--- src/rtl/instr_encoder_pkg.sv ---
// Shared opcode/func constants, mnemonic ids, FSM encodings and descriptor types
// for the MIPS instruction encoder.
package instr_encoder_pkg;

  localparam logic [5:0] OPCODE_RTYPE = 6'h00;
  localparam logic [5:0] OPCODE_J     = 6'h02;
  localparam logic [5:0] OPCODE_JAL   = 6'h03;
  localparam logic [5:0] OPCODE_BEQ   = 6'h04;
  localparam logic [5:0] OPCODE_BNE   = 6'h05;
  localparam logic [5:0] OPCODE_ADDI  = 6'h08;
  localparam logic [5:0] OPCODE_ANDI  = 6'h0C;
  localparam logic [5:0] OPCODE_ORI   = 6'h0D;
  localparam logic [5:0] OPCODE_LW    = 6'h23;
  localparam logic [5:0] OPCODE_SW    = 6'h2B;

  localparam logic [5:0] FUNC_SLL  = 6'h00;
  localparam logic [5:0] FUNC_SRL  = 6'h02;
  localparam logic [5:0] FUNC_JR   = 6'h08;
  localparam logic [5:0] FUNC_JALR = 6'h09;
  localparam logic [5:0] FUNC_ADD  = 6'h20;
  localparam logic [5:0] FUNC_SUB  = 6'h22;
  localparam logic [5:0] FUNC_AND  = 6'h24;
  localparam logic [5:0] FUNC_OR   = 6'h25;
  localparam logic [5:0] FUNC_NOR  = 6'h27;
  localparam logic [5:0] FUNC_SLT  = 6'h2A;

  // R-type ids first, then I-type, then J-type; format is derived from the id range.
  localparam logic [4:0] MN_ADD  = 5'd0;
  localparam logic [4:0] MN_SUB  = 5'd1;
  localparam logic [4:0] MN_AND  = 5'd2;
  localparam logic [4:0] MN_OR   = 5'd3;
  localparam logic [4:0] MN_NOR  = 5'd4;
  localparam logic [4:0] MN_SLT  = 5'd5;
  localparam logic [4:0] MN_SLL  = 5'd6;
  localparam logic [4:0] MN_SRL  = 5'd7;
  localparam logic [4:0] MN_JR   = 5'd8;
  localparam logic [4:0] MN_JALR = 5'd9;
  localparam logic [4:0] MN_ADDI = 5'd10;
  localparam logic [4:0] MN_ANDI = 5'd11;
  localparam logic [4:0] MN_ORI  = 5'd12;
  localparam logic [4:0] MN_LW   = 5'd13;
  localparam logic [4:0] MN_SW   = 5'd14;
  localparam logic [4:0] MN_BEQ  = 5'd15;
  localparam logic [4:0] MN_BNE  = 5'd16;
  localparam logic [4:0] MN_J    = 5'd17;
  localparam logic [4:0] MN_JAL  = 5'd18;

  localparam logic [1:0] ST_IDLE  = 2'd0;
  localparam logic [1:0] ST_LOAD  = 2'd1;
  localparam logic [1:0] ST_DRAIN = 2'd2;
  localparam logic [1:0] ST_DONE  = 2'd3;

  typedef enum logic [1:0] {FMT_R, FMT_I, FMT_J} fmt_e;

  typedef struct packed {
    logic [4:0]  mn;
    logic [4:0]  rs;
    logic [4:0]  rt;
    logic [4:0]  rd;
    logic [4:0]  shamt;
    logic [25:0] imm;
  } enc_desc_t;

  typedef struct packed {
    logic        ok;
    logic [31:0] word;
  } enc_result_t;

  function automatic fmt_e mn_format(input logic [4:0] mn);
    if (mn <= MN_JALR) return FMT_R;
    else if (mn >= MN_J) return FMT_J;
    else return FMT_I;
  endfunction

endpackage

--- src/rtl/instr_encoder_enc_fifo.sv ---
// DEPTH x W synchronous FIFO with full / almost-full / empty flags.
// A push and pop together at empty consume the word straight through.
module enc_fifo
  import instr_encoder_pkg::*;
#(
  parameter int DEPTH = 4,
  parameter int W     = 32
) (
  input  logic         clk,
  input  logic         rst_n,
  input  logic         push_i,
  input  logic [W-1:0] wdata_i,
  input  logic         pop_i,
  output logic [W-1:0] rdata_o,
  output logic         full_o,
  output logic         afull_o,
  output logic         empty_o
);

  localparam int PW = $clog2(DEPTH);

  logic [PW:0]  wr_ptr_q, rd_ptr_q;
  logic [PW:0]  level;
  logic [W-1:0] mem_q [DEPTH];
  logic         do_push, do_pop;

  assign level   = wr_ptr_q - rd_ptr_q;
  assign empty_o = (level == '0);
  assign full_o  = (level == (PW+1)'(DEPTH));
  assign afull_o = (level == (PW+1)'(DEPTH - 1));

  assign do_pop  = pop_i && !empty_o;
  assign do_push = push_i && (!full_o || do_pop) && !(empty_o && pop_i);
  assign rdata_o = empty_o ? wdata_i : mem_q[rd_ptr_q[PW-1:0]];

  always_ff @(posedge clk or negedge rst_n) begin
    if (!rst_n) begin
      wr_ptr_q <= '0;
      rd_ptr_q <= '0;
      for (int i = 0; i < DEPTH; i++) mem_q[i] <= '0;
    end else begin
      if (do_push) begin
        mem_q[wr_ptr_q[PW-1:0]] <= wdata_i;
        wr_ptr_q                <= wr_ptr_q + 1'b1;
      end
      if (do_pop) rd_ptr_q <= rd_ptr_q + 1'b1;
    end
  end

endmodule

--- src/rtl/instr_encoder.sv ---
// Packs mnemonic descriptors into MIPS words and writes them to instruction memory.
// Optional immediate range checking: define INSTR_ENC_RANGE_CHECK_EN.
module instr_encoder
  import instr_encoder_pkg::*;
#(
  parameter int AW    = 10,
  parameter int DEPTH = 4
) (
  input  logic          clk,
  input  logic          rst_n,
  input  logic          start,
  input  logic [AW-1:0] base_addr,
  input  logic          in_valid,
  output logic          in_ready,
  input  logic [4:0]    in_mn,
  input  logic [4:0]    in_rs,
  input  logic [4:0]    in_rt,
  input  logic [4:0]    in_rd,
  input  logic [4:0]    in_shamt,
  input  logic [25:0]   in_imm,
  input  logic          in_last,
  output logic          imem_we,
  output logic [AW-1:0] imem_addr,
  output logic [31:0]   imem_wdata,
  input  logic          imem_busy,
  output logic          busy,
  output logic          done,
  output logic          err,
  output logic [AW-2:0] count
);

  function automatic enc_result_t encode(input enc_desc_t d);
    enc_result_t r;
    logic [5:0]  op;
    logic [5:0]  fn;
    op   = OPCODE_RTYPE;
    fn   = '0;
    r.ok = 1'b1;
    case (d.mn)
      MN_ADD:  fn = FUNC_ADD;
      MN_SUB:  fn = FUNC_SUB;
      MN_AND:  fn = FUNC_AND;
      MN_OR:   fn = FUNC_OR;
      MN_NOR:  fn = FUNC_NOR;
      MN_SLT:  fn = FUNC_SLT;
      MN_SLL:  fn = FUNC_SLL;
      MN_SRL:  fn = FUNC_SRL;
      MN_JR:   fn = FUNC_JR;
      MN_JALR: fn = FUNC_JALR;
      MN_ADDI: op = OPCODE_ADDI;
      MN_ANDI: op = OPCODE_ANDI;
      MN_ORI:  op = OPCODE_ORI;
      MN_LW:   op = OPCODE_LW;
      MN_SW:   op = OPCODE_SW;
      MN_BEQ:  op = OPCODE_BEQ;
      MN_BNE:  op = OPCODE_BNE;
      MN_J:    op = OPCODE_J;
      MN_JAL:  op = OPCODE_JAL;
      default: r.ok = 1'b0;
    endcase
    case (mn_format(d.mn))
      FMT_R:   r.word = {OPCODE_RTYPE, d.rs, d.rt, d.rd, d.shamt, fn};
      FMT_J:   r.word = {op, d.imm};
      default: r.word = {op, d.rs, d.rt, d.imm[15:0]};
    endcase
`ifdef INSTR_ENC_RANGE_CHECK_EN
    // Reject immediates that would not survive truncation to their field.
    case (d.mn)
      MN_ADDI, MN_LW, MN_SW, MN_BEQ, MN_BNE:
        if (!((&d.imm[25:15]) || !(|d.imm[25:15]))) r.ok = 1'b0;
      MN_ANDI, MN_ORI:
        if (|d.imm[25:16]) r.ok = 1'b0;
      MN_SLL, MN_SRL:
        if (|d.imm) r.ok = 1'b0;
      default: ;
    endcase
`endif
    return r;
  endfunction

  logic [1:0]    state_q, state_d;
  logic [AW-1:0] addr_q, addr_d;
  logic [AW-2:0] count_q, count_d;
  logic          err_q, err_d;
  logic          enc_vld_p1_q;
  logic [31:0]   enc_word_p1_q;

  enc_desc_t   desc;
  enc_result_t enc_r;
  logic        accept, wr_ok;
  logic        fifo_full, fifo_afull, fifo_empty;
  logic [31:0] fifo_rdata;
  logic        active;

  assign desc   = {in_mn, in_rs, in_rt, in_rd, in_shamt, in_imm};
  assign enc_r  = encode(desc);
  assign active = (state_q == ST_LOAD) || (state_q == ST_DRAIN);

  // The encode register is a hidden extra slot, so stop accepting one word early.
  assign in_ready = (state_q == ST_LOAD) && !fifo_full && !(fifo_afull && enc_vld_p1_q);
  assign accept   = in_valid && in_ready;
  assign imem_we  = active && !fifo_empty;
  assign wr_ok    = imem_we && !imem_busy;

  enc_fifo #(.DEPTH(DEPTH), .W(32)) u_fifo (
    .clk     (clk),
    .rst_n   (rst_n),
    .push_i  (enc_vld_p1_q),
    .wdata_i (enc_word_p1_q),
    .pop_i   (wr_ok),
    .rdata_o (fifo_rdata),
    .full_o  (fifo_full),
    .afull_o (fifo_afull),
    .empty_o (fifo_empty)
  );

  always_comb begin
    state_d = state_q;
    addr_d  = addr_q;
    count_d = count_q;
    err_d   = err_q;
    case (state_q)
      ST_IDLE: begin
        if (start) begin
          state_d = ST_LOAD;
          addr_d  = base_addr;
          count_d = '0;
          err_d   = 1'b0;
        end
      end
      ST_LOAD:  if (accept && in_last) state_d = ST_DRAIN;
      ST_DRAIN: if (fifo_empty && !enc_vld_p1_q) state_d = ST_DONE;
      ST_DONE:  state_d = ST_IDLE;
      default:  state_d = ST_IDLE;
    endcase
    if (accept && !enc_r.ok) err_d = 1'b1;
    if (wr_ok) begin
      addr_d  = addr_q + AW'(4);
      count_d = count_q + (AW-1)'(1);
    end
  end

  always_ff @(posedge clk or negedge rst_n) begin
    if (!rst_n) begin
      state_q       <= ST_IDLE;
      addr_q        <= '0;
      count_q       <= '0;
      err_q         <= 1'b0;
      enc_vld_p1_q  <= 1'b0;
      enc_word_p1_q <= '0;
    end else begin
      state_q      <= state_d;
      addr_q       <= addr_d;
      count_q      <= count_d;
      err_q        <= err_d;
      // Encode stage -> FIFO push on the following cycle
      enc_vld_p1_q <= accept && enc_r.ok;
      if (accept) enc_word_p1_q <= enc_r.word;
    end
  end

  assign imem_addr  = addr_q;
  assign imem_wdata = fifo_rdata;
  assign busy       = active;
  assign done       = (state_q == ST_DONE);
  assign err        = err_q;
  assign count      = count_q;

endmodule
--- config.mk ---
export PLATFORM = sky130hd
export DESIGN_NAME = instr_encoder
export DESIGN_NICKNAME = d
export VERILOG_FILES = /design/src/rtl/instr_encoder_pkg.sv /design/src/rtl/instr_encoder_enc_fifo.sv /design/src/rtl/instr_encoder.sv
export SDC_FILE = /design/constraint.sdc
export NUM_CORES = 1
export LEC_CHECK = 0
export CAP_MARGIN = 10
export CORE_AREA = 10 10 135 137
export CTS_BUF_LIST = sky130_fd_sc_hd__clkbuf_8
export CTS_CLUSTER_DIAMETER = 120
export DETAILED_ROUTE_END_ITERATION = 16
export DIE_AREA = 0 0 145 147
export HOLD_SLACK_MARGIN = 0.08
export PLACE_DENSITY = 0.9
export SLEW_MARGIN = 20
export SYNTH_ARGS = -nofsm -noshare
export SYNTH_HDL_FRONTEND = slang
export SYNTH_HIERARCHICAL = 1
export SYNTH_SLANG_ARGS = --single-unit
--- constraint.sdc ---
create_clock -name clk -period 11 [get_ports clk]
set_input_delay 2.2 -clock clk [delete_from_list [all_inputs] [get_ports clk]]
set_output_delay 2.2 -clock clk [all_outputs]
set_load 0.005 [all_outputs]
==> flow_summary.json <==
{
  "status": "finished, final reports clean",
  "antenna_cells": 0,
  "synthCells": 681,
  "hp-class": "reg2reg",
  "crit_arrival_ps": 4390,
  "final.min_clock_period_ps": 6590,
  "die_area_um2": 21300,
  "path_clk_slew_ps": 90,
  "remaining_drc_errors": 0,
  "postCtsSetupRepairBufs": 0,
  "synthArstFlopShare_pct": 100,
  "overflow": 0,
  "drtAntennaViolNets": 0,
  "die-height_um": 147,
  "worst_slew_pin_slew_ps": 991,
  "synth_cell_type_count": 65,
  "synth_area_per_cell_um2": 13.8,
  "maxSlewViolCount": 0,
  "hold_viol_final": 0,
  "yosys_most_used_dff": "dfrtp_1",
  "die_w_um": 145,
  "grt_pass1_wl_um": 34700,
  "clk-insertion-delay-late_ps": 470,
  "netlist.area_leader.share_pct": 50.0,
  "tns_ps": 0,
  "fin_crit_sh_pct": 59.9,
  "row_count": 46,
  "grt_pass1_vias": 6606,
  "leakage_uw": 0.00499,
  "core_um2": 15600,
  "ir_drop_uv": 155,
  "start_kind": "flip-flop",
  "swShare_pct": 35.3,
  "wl_per_cell_um": 21.0,
  "io_pins": 123,
  "worstPathMaxFanout": 37,
  "wirelength_um": 21500,
  "synth_area_um2": 9410,
  "r2r_slack_ps": 5540,
  "grt_setup_unrepaired": "false",
  "ys_warn_count": 6,
  "cts_hold_buffers": 0,
  "worst-r2r-cell-count": 10,
  "holdPathStages": 1,
  "place_hpwl_um": 14400,
  "grt_usage_pct": 20.1,
  "antenna_found_initial": 0,
  "intPower_uw": 2020,
  "cts_resized": 0,
  "crit_path_end_kind": "primary output",
  "initial_core_util_pct": 60.3,
  "grt_start_max_net_pins": 111,
  "fin_nets": 874,
  "drive_above_1_share_pct": 31.5,
  "cellPowerDensity_nw_per_um2": 281,
  "placedCellCount": 990,
  "ctsHtreeMaxLevel": 4,
  "cts_buffers": 17,
  "place.gp.congestion": 0.838,
  "instances_no_fill": 1023,
  "final-setup-viol-count": 0,
  "numPortBuffers": 122,
  "combPwrFrac_pct": 47.5,
  "crit_type": "reg2out",
  "netSwitchingPower_uw": 1100,
  "power_frac_clock_pct": 14.2,
  "ys_seq_area_share_pct": 50.0,
  "synth-edff-count": 0,
  "r2r_end": "u_fifo/mem_q[105]",
  "routed_via_density": 5.87,
  "max_clock_freq_mhz": 152,
  "cts_root_buf": "clkbuf_8",
  "timing.rr.start": "u_fifo/rd_ptr_q[1]",
  "num_vias": 6010,
  "synth_top_area_cell": "dfrtp_1",
  "drt_iter0_markers": 321,
  "power.total_uw": 3120,
  "max-cap-violations": 0,
  "power_frac_seq_pct": 38.4,
  "drtPass1Iterations": 5,
  "place_ws_ps": 4890,
  "finalWorstSetupSlack_ps": 4410,
  "max_slew_margin_pct": 33.9,
  "cts_sinks": 188,
  "area_delta_synth_final_pct": 18.0,
  "clock_tree.buffer_depth": 2,
  "tritoncts": "built",
  "cp.required_ps": 8800,
  "synthTopCellsByArea": "dfrtp_1 (50%), mux2_2 (16%), mux4_2 (7.7%)",
  "worstHoldEndpoint": "imem_addr[0]",
  "hold_start": "imem_addr[0]",
  "yosys_register_bits": 188,
  "skew_ps": 12.1
}
-- how the worst max path moves through the flow --
| stage | end | depth (start not counted) | slack (ps) | startpoint |
|---|---|---|---|---|
| final | imem_wdata[20] | 6 | 4410 | u_fifo/rd_ptr_q[1] |
| after global placement | imem_wdata[18] | 6 | 5060 | u_fifo/rd_ptr_q[1] |
| after floorplan | imem_wdata[23] | 10 | 6090 | u_fifo/rd_ptr_q[1] |
| after detailed placement | imem_wdata[20] | 6 | 4890 | u_fifo/rd_ptr_q[1] |
| after CTS | imem_wdata[20] | 6 | 4340 | u_fifo/rd_ptr_q[1] |
| after global routing | imem_wdata[21] | 6 | 4150 | u_fifo/rd_ptr_q[1] |
-- area by class of cell --
cell class | instances | area (µm²)
clock buffers | 21 | 289
multi-input cells | 443 | 4370
clock inverters | 11 | 91.3
fillers | 1064 | 4500
repair buffers | 131 | 1310
inverters | 13 | 61.3
well taps | 216 | 270
flip-flops and latches | 188 | 4710
-- cells by family (layout without fill, tap and decap cells) --
group	count (synthesis)	after routing	synth area share, %
AOI/OAI and AO/OA	89	89	6.65
xor gates and xnor gates	9	9	1.21
adders and majority gates	13	13	1.81
buffers and inverters	54	176	3.70
DFF	188	188	50.0
muxes	221	221	31.2
other	1	5	0.0399
and+or+nand+nor	106	106	5.37
-- power groups by stage --
stage	Clock (µW)	Combinational, µW	Sequential (µW)
after floorplan	0	1010	1100
after global placement	0	1420	1170
after detailed placement	0	1480	1210
after CTS	446	1500	1190
after global routing	478	1600	1230
final	441	1480	1200
-- synthesized netlist by cell type, types with 3 or more instances --
cell type / count
nand2_1: 48
a21oi_1: 13
nand2b_1: 4
a21oi_4: 6
xnor2_1: 4
o21ai_0: 39
o31ai_1: 3
buf_2: 7
a22o_1: 3
mux2_4: 32
nor2_1: 19
mux2i_1: 26
mux2_2: 130
mux4_2: 32
dfrtp_1: 188
xor2_1: 3
ha_1: 12
buf_6: 15
inv_1: 12
nand3_1: 13
clkbuf_1: 14
-- critical path, stage by stage, from the launching register on --
cell and delay (ps):
dfrtp_2 950, inv_1 170, fa_1 530, and2b_1 480, and2_2 890, mux2_2 430, clkdlybuf4s50_1 460
-- metrics by stage --
step	hold WS, ps	util [%]	area (µm²)
after floorplan	469	-	9420
after global placement	467	68.5	10700
after detailed placement	491	68.5	10700
after CTS	511	71.0	11100
after global routing	516	71.2	11100
final	506	71.2	11100
-- state kept, by name, summed over array words and instances (netlist names) --
name and flops:
u_fifo/mem_q 128, enc_word_p1_q 31, imem_addr 10, count 9, u_fifo/rd_ptr_q 3, u_fifo/wr_ptr_q 3
state_q 2, enc_vld_p1_q 1, err 1
-- layer usage --
metal | part of all wire (%) | wire (µm) | global-route usage (%)
met1 | 40 | 8540 | 23.3
met2 | 54 | 11600 | 35.1
met3 | 3.7 | 795 | 4.67
met4 | 2.4 | 519 | 8.43
met5 | 0 | 0 | 0
-- layout by cell type (no fill, tap or decap), drive strengths merged, types with 5 or more instances in the layout --
master | synthesis | final
dfrtp | 188 | 188
mux2 | 163 | 163
clkdlybuf4s50 | 0 | 121
nand2 | 48 | 48
o21ai | 40 | 40
mux4 | 32 | 32
mux2i | 26 | 26
clkbuf | 15 | 21
nor2 | 20 | 20
a21oi | 19 | 19
inv | 12 | 14
nand3 | 13 | 13
ha | 12 | 12
buf | 26 | 10
clkinv | 1 | 7
conb | 1 | 5
xnor2 | 5 | 5
Note: power is estimated with default switching activity, not from simulation.
